===== src/rtl/core_pkg.sv =====
// Shared core types and defaults for the integer register file.
// No logic; types and constants only.
// No flow control.
package core_pkg;

  localparam int DEF_XLEN  = 32;
  localparam int DEF_NREGS = 32;
  localparam int DEF_AW    = $clog2(DEF_NREGS);

  typedef logic [DEF_AW-1:0]   reg_idx_t;
  typedef logic [DEF_XLEN-1:0] xword_t;

  // Architectural zero register index.
  localparam int REG_ZERO = 0;

endpackage


===== src/rtl/regfile_scoreboard.sv =====
// Pending-write scoreboard: per-register pending bits, outstanding count, issue_ready.
// issue_ready/rs_busy combinational; pending/pend_cnt update at the rising edge.
// Issues arriving while issue_ready=0 are dropped; decode holds and retries. REGFILE_BYPASS_EN lets a same-cycle write free a register.
module regfile_scoreboard import core_pkg::*; #(
  parameter int NREGS = DEF_NREGS,
  parameter int NRD   = 2,
  parameter int AW    = $clog2(NREGS)
) (
  input  logic              clk,
  input  logic              reset,
  input  logic              wr_en,
  input  logic [AW-1:0]     wr_addr,
  input  logic              issue_en,
  input  logic [AW-1:0]     issue_rd,
  input  logic              flush,
  input  logic [NRD*AW-1:0] rs_addr,
  output logic [NRD-1:0]    rs_busy,
  output logic              issue_ready,
  output logic [AW:0]       pend_cnt
);

  logic [NREGS-1:0] pending;
  logic             clr;
  logic             wr_hits_issue;
  logic             accept;
  logic             inc;
  logic             dec;

  assign clr           = wr_en && (wr_addr != AW'(REG_ZERO));
  assign wr_hits_issue = clr && (wr_addr == issue_rd);

`ifdef REGFILE_BYPASS_EN
  assign issue_ready = (issue_rd == AW'(REG_ZERO)) || !pending[issue_rd] || wr_hits_issue;
`else
  assign issue_ready = (issue_rd == AW'(REG_ZERO)) || !pending[issue_rd];
`endif

  assign accept = issue_en && issue_ready && (issue_rd != AW'(REG_ZERO));
  // A set and clear on the same register leave it pending, so the clear must not count.
  assign inc    = accept && !pending[issue_rd];
  assign dec    = clr && pending[wr_addr] && !(accept && wr_hits_issue);

  // Per-port busy flag: source has an outstanding producer not covered by a same-cycle write.
  always_comb begin
    rs_busy = '0;
    for (int k = 0; k < NRD; k++) begin
      logic [AW-1:0] idx;
      idx = rs_addr[k*AW +: AW];
`ifdef REGFILE_BYPASS_EN
      rs_busy[k] = (idx != AW'(REG_ZERO)) && pending[idx] && !(clr && (wr_addr == idx));
`else
      rs_busy[k] = (idx != AW'(REG_ZERO)) && pending[idx];
`endif
    end
  end

  // Pending bits and counter: reset, then flush, then clear-before-set so a new producer wins.
  always_ff @(posedge clk) begin
    if (reset || flush) begin
      pending  <= '0;
      pend_cnt <= '0;
    end else begin
      if (clr)    pending[wr_addr]  <= 1'b0;
      if (accept) pending[issue_rd] <= 1'b1;
      pend_cnt <= pend_cnt + (AW+1)'(inc) - (AW+1)'(dec);
    end
  end

endmodule


===== src/rtl/regfile_sb.sv =====
// Parametrised integer register file with hardwired x0, NRD read ports and a pending-write scoreboard.
// Reads combinational (zero latency); writes land at the rising edge.
// No backpressure on writes; issue throttled via issue_ready. Optional REGFILE_BYPASS_EN forwards same-cycle writes to reads.
module regfile_sb import core_pkg::*; #(
  parameter int XLEN  = DEF_XLEN,
  parameter int NREGS = DEF_NREGS,
  parameter int NRD   = 2,
  parameter int AW    = $clog2(NREGS)
) (
  input  logic                clk,
  input  logic                reset,
  input  logic [NRD*AW-1:0]   rs_addr,
  output logic [NRD*XLEN-1:0] rs_data,
  output logic [NRD-1:0]      rs_busy,
  input  logic                wr_en,
  input  logic [AW-1:0]       wr_addr,
  input  logic [XLEN-1:0]     wr_data,
  input  logic                issue_en,
  input  logic [AW-1:0]       issue_rd,
  output logic                issue_ready,
  input  logic                flush,
  output logic [AW:0]         pend_cnt
);

  logic [XLEN-1:0] regs [NREGS];

  // Register storage; x0 is never written so it stays zero after reset.
  always_ff @(posedge clk) begin
    if (reset) begin
      for (int i = 0; i < NREGS; i++) regs[i] <= '0;
    end else if (wr_en && (wr_addr != AW'(REG_ZERO))) begin
      regs[wr_addr] <= wr_data;
    end
  end

  // Read muxes: x0 reads zero, optional forwarding of the write in flight.
  always_comb begin
    rs_data = '0;
    for (int k = 0; k < NRD; k++) begin
      logic [AW-1:0] idx;
      idx = rs_addr[k*AW +: AW];
      if (idx == AW'(REG_ZERO)) begin
        rs_data[k*XLEN +: XLEN] = '0;
`ifdef REGFILE_BYPASS_EN
      end else if (wr_en && (wr_addr == idx)) begin
        rs_data[k*XLEN +: XLEN] = wr_data;
`endif
      end else begin
        rs_data[k*XLEN +: XLEN] = regs[idx];
      end
    end
  end

  regfile_scoreboard #(
    .NREGS (NREGS),
    .NRD   (NRD),
    .AW    (AW)
  ) u_sb (
    .clk         (clk),
    .reset       (reset),
    .wr_en       (wr_en),
    .wr_addr     (wr_addr),
    .issue_en    (issue_en),
    .issue_rd    (issue_rd),
    .flush       (flush),
    .rs_addr     (rs_addr),
    .rs_busy     (rs_busy),
    .issue_ready (issue_ready),
    .pend_cnt    (pend_cnt)
  );

endmodule


===== config.mk =====
export PLATFORM = sky130hd
export DESIGN_NAME = regfile_sb
export DESIGN_NICKNAME = d
export VERILOG_FILES = /design/src/rtl/core_pkg.sv /design/src/rtl/regfile_scoreboard.sv /design/src/rtl/regfile_sb.sv
export SDC_FILE = /design/constraint.sdc
export NUM_CORES = 2
export LEC_CHECK = 0
export BUFFER_PORTS_ARGS = -buffer_cell sky130_fd_sc_hd__buf_2
export CAP_MARGIN = 20
export CORE_MARGIN = 2
export CORE_UTILIZATION = 40
export DETAILED_ROUTE_END_ITERATION = 16
export PLACE_DENSITY = 0.64
export SYNTH_ARGS = -nofsm -noshare
export SYNTH_HDL_FRONTEND = slang
export SYNTH_HIERARCHICAL = 1
export SYNTH_SLANG_ARGS = --single-unit

===== constraint.sdc =====
create_clock -name clk -period 4.55 [get_ports clk]
set_input_delay 0.6825 -clock clk [delete_from_list [all_inputs] [get_ports clk]]
set_output_delay 0.6825 -clock clk [all_outputs]
set_load 0.05 [all_outputs]

======== After elaboration in Yosys (flattened, before gate mapping) ========
Memories as Yosys holds them, arrays and structs flattened.
Index checks and enable logic that the tools add are counted.
word-level totals
  register bits after elaboration ......... 38
  bits in latches ......................... 0
  bits in writable memories ............... 1024
  ROM bits ................................ 0
  input port bits ......................... 57
  word-level logic and storage cells ...... 64
  memories kept ........................... 1
cells by class
  add/subtract/negate cells ............... 2
  $mul .................................... 0
  div/mod/pow operators ................... 0
  order comparisons ....................... 6
  equality and inequality tests ........... 1
  shift operators ......................... 0
  muxes and demuxes ....................... 25
  bitwise operators ....................... 3
  reductions and logical operators ........ 24
memory list
  name  words  bits a word  rd ports  clocked after memory_dff  write ports  line              text
  regs  32     32           2         0                         32           regfile_sb.sv:25  logic [XLEN-1:0] regs [NREGS];
operators with widths
  cell                  number
  $mux W32              6
  $and A32 B32 Y32      1
  $not A32 Y32          1
  $or A32 B32 Y32       1
  $reduce_or A32 Y1     1
  $lt A5 B6 Y1 const B  4
  $bmux W1 S5           4
  $reduce_bool A5 Y1    4
  $logic_not A5 Y1      3
  $logic_and A1 B1 Y1   12
  $mux W1               12
  $demux W1 S5          2
  $ge A5 B1 Y1 const B  2
  $add A6 B1 Y6         1
  $sub A6 B1 Y6         1
  $eq A5 B5 Y1          1
  $mux W5               1
  $logic_not A1 Y1      2
  $logic_or A1 B1 Y1    2

======== Depth between registers and ports, before layout ========
  word-level depth ........................ 10
  depth in mapped cells ................... 15
  depth with buffers taken out ............ 12

======== Hierarchy ========
Netlist, hierarchy kept.
by module, submodules not included
  module              instances  cells an instance  area each (sq um)
  regfile_sb          1          3502               54232.0
  regfile_scoreboard  1          287                3032.9

======== Least setup slack after synthesis ========
No wires, ideal clock.
  path type ............................... input to output
  from .................................... input rs_addr[0]
  to ...................................... output rs_data[30]
  arrival time ............................ 4014 ps
  data required time ...................... 3868 ps
  path slack .............................. -147 ps
  stages on the path ...................... 6
  path buffers ............................ 3
  cell sequence ........................... clkbuf_1 -> buf_6 -> buf_4 -> mux4_2 -> mux2i_1 -> a2111oi_0
on the way
  word-level cells in the longest chain between the ends .. 2
  elaborated cells on any way between the ends .. 3
ends and longest elaborated chain
  what                                                 line              text
  start, declared                                      regfile_sb.sv:12  input logic [NRD*AW-1:0] rs_addr,
  $mem_v2 Z32 W32 or $logic_not A5 Y1 (tied branches)  --
  $mux W32 *                                           regfile_sb.sv:42  if (idx == AW'(REG_ZERO)) begin
  end, declared                                        regfile_sb.sv:13  output logic [NRD*XLEN-1:0] rs_data,
Mark *: on every way between the ends. The rest lies on a longest branch, timed or not.

======== Final worst setup path ========
  from .................................... input rs_addr[0]
  to ...................................... output rs_data[0]
The elaborated chain is that of the path after synthesis.

==> results.md <==
* Final setup vio count at 0
* Non-Filler Instances at 5859
* Largest family of logic cells by synthesized area: multiplexers
* Via count at 36610
* Slew Limit Headroom at 17.68%
* P_sw at 6340 uW
* Worst setup path class: input port to output pin
* Total wire length at 189.8 mm
* CP Launch Type: input port
* CP max-delay cell: a2111oi_0
* Final ANT Viol Nets at 0
* Register area share after synthesis at 55.03%
* Post-synthesis compound-gate area fraction at 4.647%
* Clk Latency, worst-skew pair at 740 ps
* H-tree levels at 3
* Warnings, synthesis at 6
* Share of cells above drive strength 1 at 28.68%
* #FFs+latches synth at 1062
* Final period util at 94.52%
* Internal Power at 17640 uW
* RSZ-0062 raised after global routing: no
* Core Footprint at 141800 um^2
* Logic pwr share at 13.7%
* Pins Over Slew Limit at 0
* Die height at 382.4 um
* Async SR Flop Fraction at 0%
* Max stage delay on crit path at 660 ps
* I/O pin total at 130
* Number of setup buffers added after CTS at 0
* Post-synth EDFFs at 1024
* Crit path cell chain: buf_8 -> buf_4 -> mux4_2 -> a22o_1 -> a2111oi_0 -> buf_4 -> nor3_1 -> buf_2
* Number of gates resized after CTS at 0
* Ys flop type: edfxtp_1
* Vias in the first global route at 36700
* Reg2reg start: u_sb/pending[5]$_SDFF_PP0_
* Hold-fix buffers at CTS at 0
* Number of port buffers at 129
* Static Leak at 0.02228 uW
* Die width at 382.4 um
* Hold Fails Final Rpt at 0
* CP Capture Type: output pin
* Crit path from: rs_addr[0]
* Post-DR vias/cell at 6.248
* GPL Wtd Cong at 0.9164
* Initial Utilization at 40.40%
* MaxCap Viol Count at 0
* Hold WC Path Type: input port to flop
* Clk_skew at 15.38 ps
* Drt pass-1 iters at 6
* Drt drc at 0
* Mux cell area share after synthesis at 23.20%
* Sw Ratio at 26.43%
* Yosys cell types at 66
* Clock Sinks at 1062
* Clock tree buffer depth at 3
* GR Overflow Total at 0
* Maximum VDD drop at 0.3208 mV
* Clock transition at path regs at 60 ps
* Worst hold start: flush
* Status: finished, final reports clean
* Gate Count Post-Synth at 3789
* Clock Tree Root: clkbuf_16
* Drt wl/cell at 32.40 um
* Yosys top cell area share at 53.70%
* Area growth syn-to-layout at 13.04%
* TNS Setup at 0 ps
* Clock Power Share at 38.2%
* Flop pwr share at 48.0%
* Synth Area in Simple Gates at 13.45%
* Largest cells by area after synthesis: edfxtp_1 54%, mux4_2 20%, and2_1 11%, mux2i_1 2.7%, clkbuf_1 1.9%
* Nets at 3935
* Least-Margin Pin Slew at 1224 ps
* Largest net degree at the start of global routing at 64
* # rows at 138
* Mapped cell area at 57260 um^2
* CP dominant cell by count: buf_4
* Count leader, synth: edfxtp_1
* CTS tree: built
* First-pass GRT wire length at 269.0 mm
* Total CTS buffers at 111
* Die ar. at 146200 um^2
* Worst EP required at 3870 ps
* WP data arrival at 3620 ps
* Post-synth top cells: 1024 x edfxtp_1, 998 x and2_1, 504 x mux4_2
* Max Clock Freq at 232.5 MHz
* Synth Area in Adders at 0.1661%
* Filler instances at 12120
* Antenna violations before repair at 20
* CP max FO at 34
* GRT Total Usage at 25.70%
* Post-synth top area cell: edfxtp_1
* Cell Pwr Density at 370.5 nW/um^2
* Starting DRT DRC Count at 4905
* DP Cell Count at 5648
* Dpl hpwl at 117.6 mm
* Xor and xnor fraction of the mapped netlist area at 0.06118%
* Synth Area per Inst at 15.11 um^2
* Final period demand of the worst path at 4301 ps
path summary, 6_finish.rpt:
kind | endpoint | slack (ps) | depth (start not counted)
setup / recovery | rs_data[0] | 250 | 8
hold / removal | u_sb/pend_cnt[2]$_SDFF_PP0_ | 320 | 3
setup reg to reg | u_sb/pend_cnt[4]$_SDFF_PP0_ | 1290 | 12
hold reg to reg | u_sb/pending[0]$_SDFF_PP0_ | 500 | 1
routing by layer:
layer	wire length, um	GRT usage [%]
met4	9912	11.67
met2	86530	39.30
met1	72660	34.67
met3	20630	6.374
met5	82	0
state kept, by name, indices dropped and copies added, names as in the netlist:
| signal | flops |
|---|---|
| u_sb/pending | 32 |
| regs | 1024 |
| u_sb/pend_cnt | 6 |
cells in the final DEF, fill, tap and decap left out, types with 32 or more instances in the layout:
cell,n
o211ai_1,32
conb_1,32
mux2i_1,152
buf_2,119
clkinv_1,32
mux2_2,32
dfxtp_1,38
a22o_1,51
clkbuf_16,112
buf_4,173
edfxtp_1,1024
nor3_1,54
and2_1,997
buf_12,56
a2111oi_1,42
o22ai_1,103
or2_2,35
mux4_2,504
layout make-up:
class / count / area (um^2) / share of cell area (%)
diodes: 5 / 12.51 / 0.01933
clock buffers: 135 / 2899 / 4.479
clock inverters: 71 / 708.2 / 1.094
inverters: 12 / 45.04 / 0.06959
multi-input cells: 2331 / 24100 / 37.24
flip-flops and latches: 1062 / 31510 / 48.68
well taps: 1890 / 2365 / 3.653
repair buffers: 353 / 3085 / 4.767
logic make-up (layout without fill, tap and decap cells):
logic type	count (synthesis)	count (layout)
simple gates	1256	1256
flops	1062	1062
mux	690	690
buf+inv	427	571
compound gates	342	342
fa+ha+maj	7	7
xor+xnor	4	4
other cells	1	37
per-stage QoR:
step	utilization [%]	instance area, um^2	setup slack [ps]	hold slack (ps)	total power [uW]
floorplan	-	57380	433.5	443.1	13660
global placement	43.10	61100	210.5	470.8	14920
detailed placement	43.11	61110	187.7	483.8	14970
CTS	45.65	64720	183.9	280.2	24030
global route	45.65	64720	156.7	310.8	24590
finish	45.66	64730	249.5	321.8	23980
critical path: cells and delay by family:
family	cells	cell delay [ps]
AO/OA/AOI/OAI	2	950
buffers and inverters	4	1330
multiplexers	1	530
AND/OR/NAND/NOR	1	50
power by group through the flow:
stage / Combinational (uW) / Clock, uW / Sequential, uW
floorplan: 2070 / 0 / 11600
global placement: 3240 / 0 / 11700
detailed placement: 3260 / 0 / 11700
CTS: 3270 / 9260 / 11500
global route: 3400 / 9630 / 11600
finish: 3290 / 9170 / 11500
Note: power is estimated with default switching activity, not from simulation.
